===== src/rtl/addressable_register_bank.sv =====
// Byte-serial addressable register bank: Start, address byte, then a stream of
// write bytes or read requests against an auto-incrementing pointer.
module addressable_register_bank #(
  parameter int AddressWidth = 8,
  parameter int BaseAddress  = 'h00,
  parameter int BitWidth     = 8,
  parameter int Depth        = 8
) (
  input  logic                      CLK,
  input  logic                      _RST,
  input  logic                      Start,
  input  logic                      Stop,
  input  logic                      ByteValid,
  input  logic [BitWidth-1:0]       DataIn,
  input  logic                      ReadReq,
  output logic [BitWidth-1:0]       DataOut,
  output logic                      DataValid,
  output logic                      Error,
  output logic [Depth*BitWidth-1:0] RegOut
);

  localparam logic [AddressWidth-1:0] BaseAddr = AddressWidth'(BaseAddress);
  localparam logic [AddressWidth:0]   DepthExt = (AddressWidth + 1)'(Depth);
  localparam logic [AddressWidth-1:0] LastPtr  = AddressWidth'(Depth - 1);

  typedef enum logic [1:0] {IDLE, ADDR, DATA} state_e;

  state_e                  r_state;
  state_e                  w_next_state;
  logic [AddressWidth-1:0] r_pointer;
  logic [AddressWidth-1:0] w_next_ptr;
  logic [BitWidth-1:0]     r_regs [Depth];
  logic [BitWidth-1:0]     r_data_out;
  logic [BitWidth-1:0]     w_rd_data;
  logic                    r_data_valid;
  logic                    r_error;
  logic                    w_in_range;
  logic                    w_load_ptr;
  logic                    w_write;
  logic                    w_read;
  logic                    w_step;
  logic                    w_collide;

  // NOTE: sequential state uses <= so every register samples pre-edge values.
  always_ff @(posedge CLK) begin
    if (!_RST) r_state <= IDLE;
    else       r_state <= w_next_state;
  end

  // Start (repeated start) outranks Stop; both abort whatever the state was doing.
  always_comb begin
    w_next_state = r_state;
    if (Start)     w_next_state = ADDR;
    else if (Stop) w_next_state = IDLE;
    else begin
      case (r_state)
        IDLE:    w_next_state = IDLE;
        ADDR:    if (ByteValid) w_next_state = DATA;
        DATA:    w_next_state = DATA;
        default: w_next_state = IDLE;
      endcase
    end
  end

  // NOTE: every always_comb output is defaulted first so no latch is inferred.
  always_comb begin
    w_load_ptr = 1'b0;
    w_write    = 1'b0;
    w_read     = 1'b0;
    w_step     = 1'b0;
    w_collide  = 1'b0;
    if (!Start && !Stop) begin
      case (r_state)
        ADDR: w_load_ptr = ByteValid;
        DATA: begin
          w_write   = ByteValid;
          w_read    = ReadReq && !ByteValid;
          w_collide = ByteValid && ReadReq;
          w_step    = ByteValid || ReadReq;
        end
        default: ;
      endcase
    end
  end

  assign w_in_range = {1'b0, r_pointer} < DepthExt;
  assign w_next_ptr = (r_pointer == LastPtr) ? '0 : r_pointer + 1'b1;

  always_comb begin
    w_rd_data = '0;
    for (int k = 0; k < Depth; k++) begin
      if (r_pointer == AddressWidth'(k)) w_rd_data = r_regs[k];
    end
  end

  always_ff @(posedge CLK) begin
    if (!_RST) begin
      r_pointer    <= '0;
      r_data_out   <= '0;
      r_data_valid <= 1'b0;
      r_error      <= 1'b0;
    end else begin
      if (w_load_ptr)  r_pointer <= DataIn[AddressWidth-1:0] - BaseAddr;
      else if (w_step) r_pointer <= w_next_ptr;
      r_data_valid <= w_read;
      if (w_read) r_data_out <= w_in_range ? w_rd_data : '0;
      if (w_collide || ((w_write || w_read) && !w_in_range)) r_error <= 1'b1;
    end
  end

  // NOTE: the bank is built from flops, so it is cleared by reset like any other state.
  always_ff @(posedge CLK) begin
    if (!_RST) begin
      for (int k = 0; k < Depth; k++) r_regs[k] <= '0;
    end else begin
      for (int k = 0; k < Depth; k++) begin
        if (w_write && r_pointer == AddressWidth'(k)) r_regs[k] <= DataIn;
      end
    end
  end

  for (genvar k = 0; k < Depth; k++) begin : g_reg_out
    assign RegOut[k*BitWidth +: BitWidth] = r_regs[k];
  end

  assign DataOut   = r_data_out;
  assign DataValid = r_data_valid;
  assign Error     = r_error;

endmodule


===== config.mk =====
export PLATFORM = sky130hd
export DESIGN_NAME = addressable_register_bank
export DESIGN_NICKNAME = d
export VERILOG_FILES = /design/src/rtl/addressable_register_bank.sv
export SDC_FILE = /design/constraint.sdc
export NUM_CORES = 1
export LEC_CHECK = 0
export ABC_AREA = 1
export CAP_MARGIN = 20
export CORE_UTILIZATION = 46
export CTS_CLUSTER_DIAMETER = 50
export DETAILED_ROUTE_END_ITERATION = 10
export PLACE_DENSITY = 0.88
export SLEW_MARGIN = 40
export SYNTH_ARGS = -nofsm -noshare
export SYNTH_HDL_FRONTEND = slang
export SYNTH_SLANG_ARGS = --single-unit

===== constraint.sdc =====
create_clock -name CLK -period 2.2 [get_ports CLK]
set_input_delay 0.44 -clock CLK [delete_from_list [all_inputs] [get_ports CLK]]
set_output_delay 0.44 -clock CLK [all_outputs]
set_load 0.005 [all_outputs]

==> metrics, run 1 <==
PortBufs between 80 and 90; post-DP HPWL 7.774 mm; filler cell count around 630; cells along the critical path buf_4 > inv_1 > ha_1 > nand2_2 > nor2_8 > inv_2 > or2_0 > nand3_1 > nand3_1 > o21ai_1 > nand2_1 > nand2_1 > a21oi_1; initial antenna violation count 0; r2r worst-path depth 13; Initial Util 48.12%; fin util 63.95%; Yosys Warn Count 0; number of setup buffers added after CTS 0; Critical Path End Type flip-flop; Placement Cell Area 0.005095 sq mm; Tmin final just over 2 ns; share of the synthesized area in the top cell type 48.12%; Slew @ Worst Pin 0.4525 ns; Synth Area per Inst 8.995 sq um; dominant synthesized flop cell edfxtp_1; Die X-Extent 95.18 microns; Crit path depth 13; Final period util 93.67%; final worst slack 0.1393 ns; remaining antenna violation count 0; worst skew pair latency 0.37 ns; CP Class flip-flop to flip-flop; Post-synth EDFFs 64; Hold Fails Final Rpt 0; commonest cells after routing, fill and taps aside nand2_1 (106), nor2_1 (97), clkdlybuf4s50_1 (87); Clock Skews 0.01282 ns; commonest non-fill, non-tap cell in the layout nand2_1; non-filler cells, final 663; H-tree levels 3; LEAKAGE 2.124 nW; Max Slew Vio Count 0; grt ovf 0; pin count of the biggest net entering global routing 24; Syn Nets 464; vias in the first global route 3410; 1st-iter DRT viols 321; Seq cells post-synth 84; max cap viols 0; antenna diode count 0; post-synthesis sequential area ratio 58.15%; die height approximately 95 microns; Arr. time, crit path 2.31 ns; most area-consuming cells after synthesis edfxtp_1 (48%), nand2_1 (10%), dfxtp_1 (10%); Slowest cell on crit path dfxtp_1; GR Util All Layers 24.81%; ys async rst share 0%; outcome complete, no violations; Clock Tree Root clkbuf_8; final instance area 0.005308 sq mm; fmax ~490 MHz; Post-Place Setup Slack 0.03497 ns; drt wl/cell between 15 and 20 microns; Final setup violation count 0; Final TNS setup 0 ns; io pins 88; maximum vdd drop 0.3002 mV; DRC Markers 0; die area 0.009059 sq mm; Via density approximately 5.4; distinct cell type count after synthesis 32; P&R area growth vs syn 32.89%; Mapped Cells 444; worst path required time 2.45 ns; clk buf depth 2; global-route wire length before repair 16.57 mm; top cell type by total area after synthesis edfxtp_1; layout net count between 500 and 600; Core Area 0.008299 sq mm; routed wire length 10.68 mm; layout cells sized above 1 10.22%; Storage cell area 0.002323 sq mm; detailed-route via count 3577; clock-pin transition on the worst setup and hold timing paths about 0.10 ns; CP max stage delay 0.33 ns; area of the multi-input gates around 0.0015 sq mm; Buf/Inv on CP 3; Rel. slew slack 69.76%; CTS Buf Count 9; worst hold stages 2; DP Cell Count 647; crit start category flip-flop; Worst Hold Class flip-flop to flip-flop; Placer Congestion 0.8567; unrepaired setup endpoints after global routing no; # clock sinks 84; CP max FO 11; TritonRoute pass-1 iters 5; Power Dens Cells 608.6 mW/mm^2; cell area after synthesis 0.003994 sq mm; TritonCTS clock tree yes; # rows 33; crit-path leading delay family simple AND/OR/NAND/NOR gates
## cell type report
cell class	count	share of cell area, %
clock inverter	5	0.7779
timing repair buffer	105	18.95
clock buffer	11	3.065
tap	105	2.475
inverter	38	2.687
sequential	84	43.78
multi-input combinational	315	28.26
## cell families after synthesis
| group | synth area share, % |
|---|---|
| AOI/OAI and AO/OA | 6.705 |
| xor gates and xnor gates | 0.2193 |
| adders and majority gates | 1.880 |
| buffers and inverters | 4.480 |
| DFF | 58.15 |
| and+or+nand+nor | 28.57 |
## state kept, by name, summed over array words and instances (netlist names)
name,count
DataOut,8
DataValid,1
Error,1
r_pointer,8
r_regs,64
r_state,2
## synthesized netlist by cell type, drive strengths merged (4+ instances only)
cell and instances:
nand2 109, edfxtp 64, inv 37, clkbuf 4
ha 6, nor2 104, dfxtp 20, nor3 5
a31oi 5, o211ai 4, a21oi 22, o21ai 16
or2 9, nand3 27
## per-stage QoR
stage	hold slack, ns	total power [W]
after global routing	0.4990	0.003335
after detailed placement	0.4531	0.002148
final	0.4662	0.003230
after CTS	0.4673	0.003221
after floorplan	0.4490	0.001956
after global placement	0.4526	0.002137
## report_power, final
group / total, W / internal, W / switching (W)
combinational: 0.000325 / 0.000145 / 0.000180
sequential: 0.00179 / 0.00175 / 0.0000344
clock: 0.00112 / 0.000520 / 0.000596
## path summary, 6_finish.rpt
| kind | endpoint | slack [ns] | from |
|---|---|---|---|
| max | DataOut[4] | 0.14 | r_pointer[0] |
| min | DataOut[6] | 0.47 | DataOut[6] |
| max reg2reg | DataOut[4] | 0.14 | r_pointer[0] |
| min reg2reg | DataOut[6] | 0.47 | DataOut[6] |
## metal layers
metal  wire (microns)  up-vias  share of wire [%]  GRT usage, %
li1                 -     1688                  -             -
met1             4109     1687                 38         31.78
met2             5447      190                 51         41.90
met3             1015       12                9.5         5.502
met4              104        0               0.97         7.449
met5                0        -                  0             0
## tightest hold or removal path, cell delays in order, from the launching register on
cell,delay (ns)
dfxtp_1,0.32
nand2_1,0.06
a21oi_1,0.05
## repair_timing
item,4_1_cts,5_1_grt
resized for setup,0,3
hold buffers,0,0
setup endpoints to repair,0,8
(Power assumes the default switching activity.)
==> run 2, diff against run 1 <==
--- a/config.mk
+++ b/config.mk
@@ -6,12 +6,12 @@
 export NUM_CORES = 1
 export LEC_CHECK = 0
 export ABC_AREA = 1
-export CAP_MARGIN = 20
+export CAP_MARGIN = 10
 export CORE_UTILIZATION = 46
 export CTS_CLUSTER_DIAMETER = 50
 export DETAILED_ROUTE_END_ITERATION = 10
 export PLACE_DENSITY = 0.88
-export SLEW_MARGIN = 40
+export SLEW_MARGIN = 30
 export SYNTH_ARGS = -nofsm -noshare
 export SYNTH_HDL_FRONTEND = slang
 export SYNTH_SLANG_ARGS = --single-unit
==> results of run 2 <==
Same layout as run 1: the final DEF is identical, and so are final timing and power.
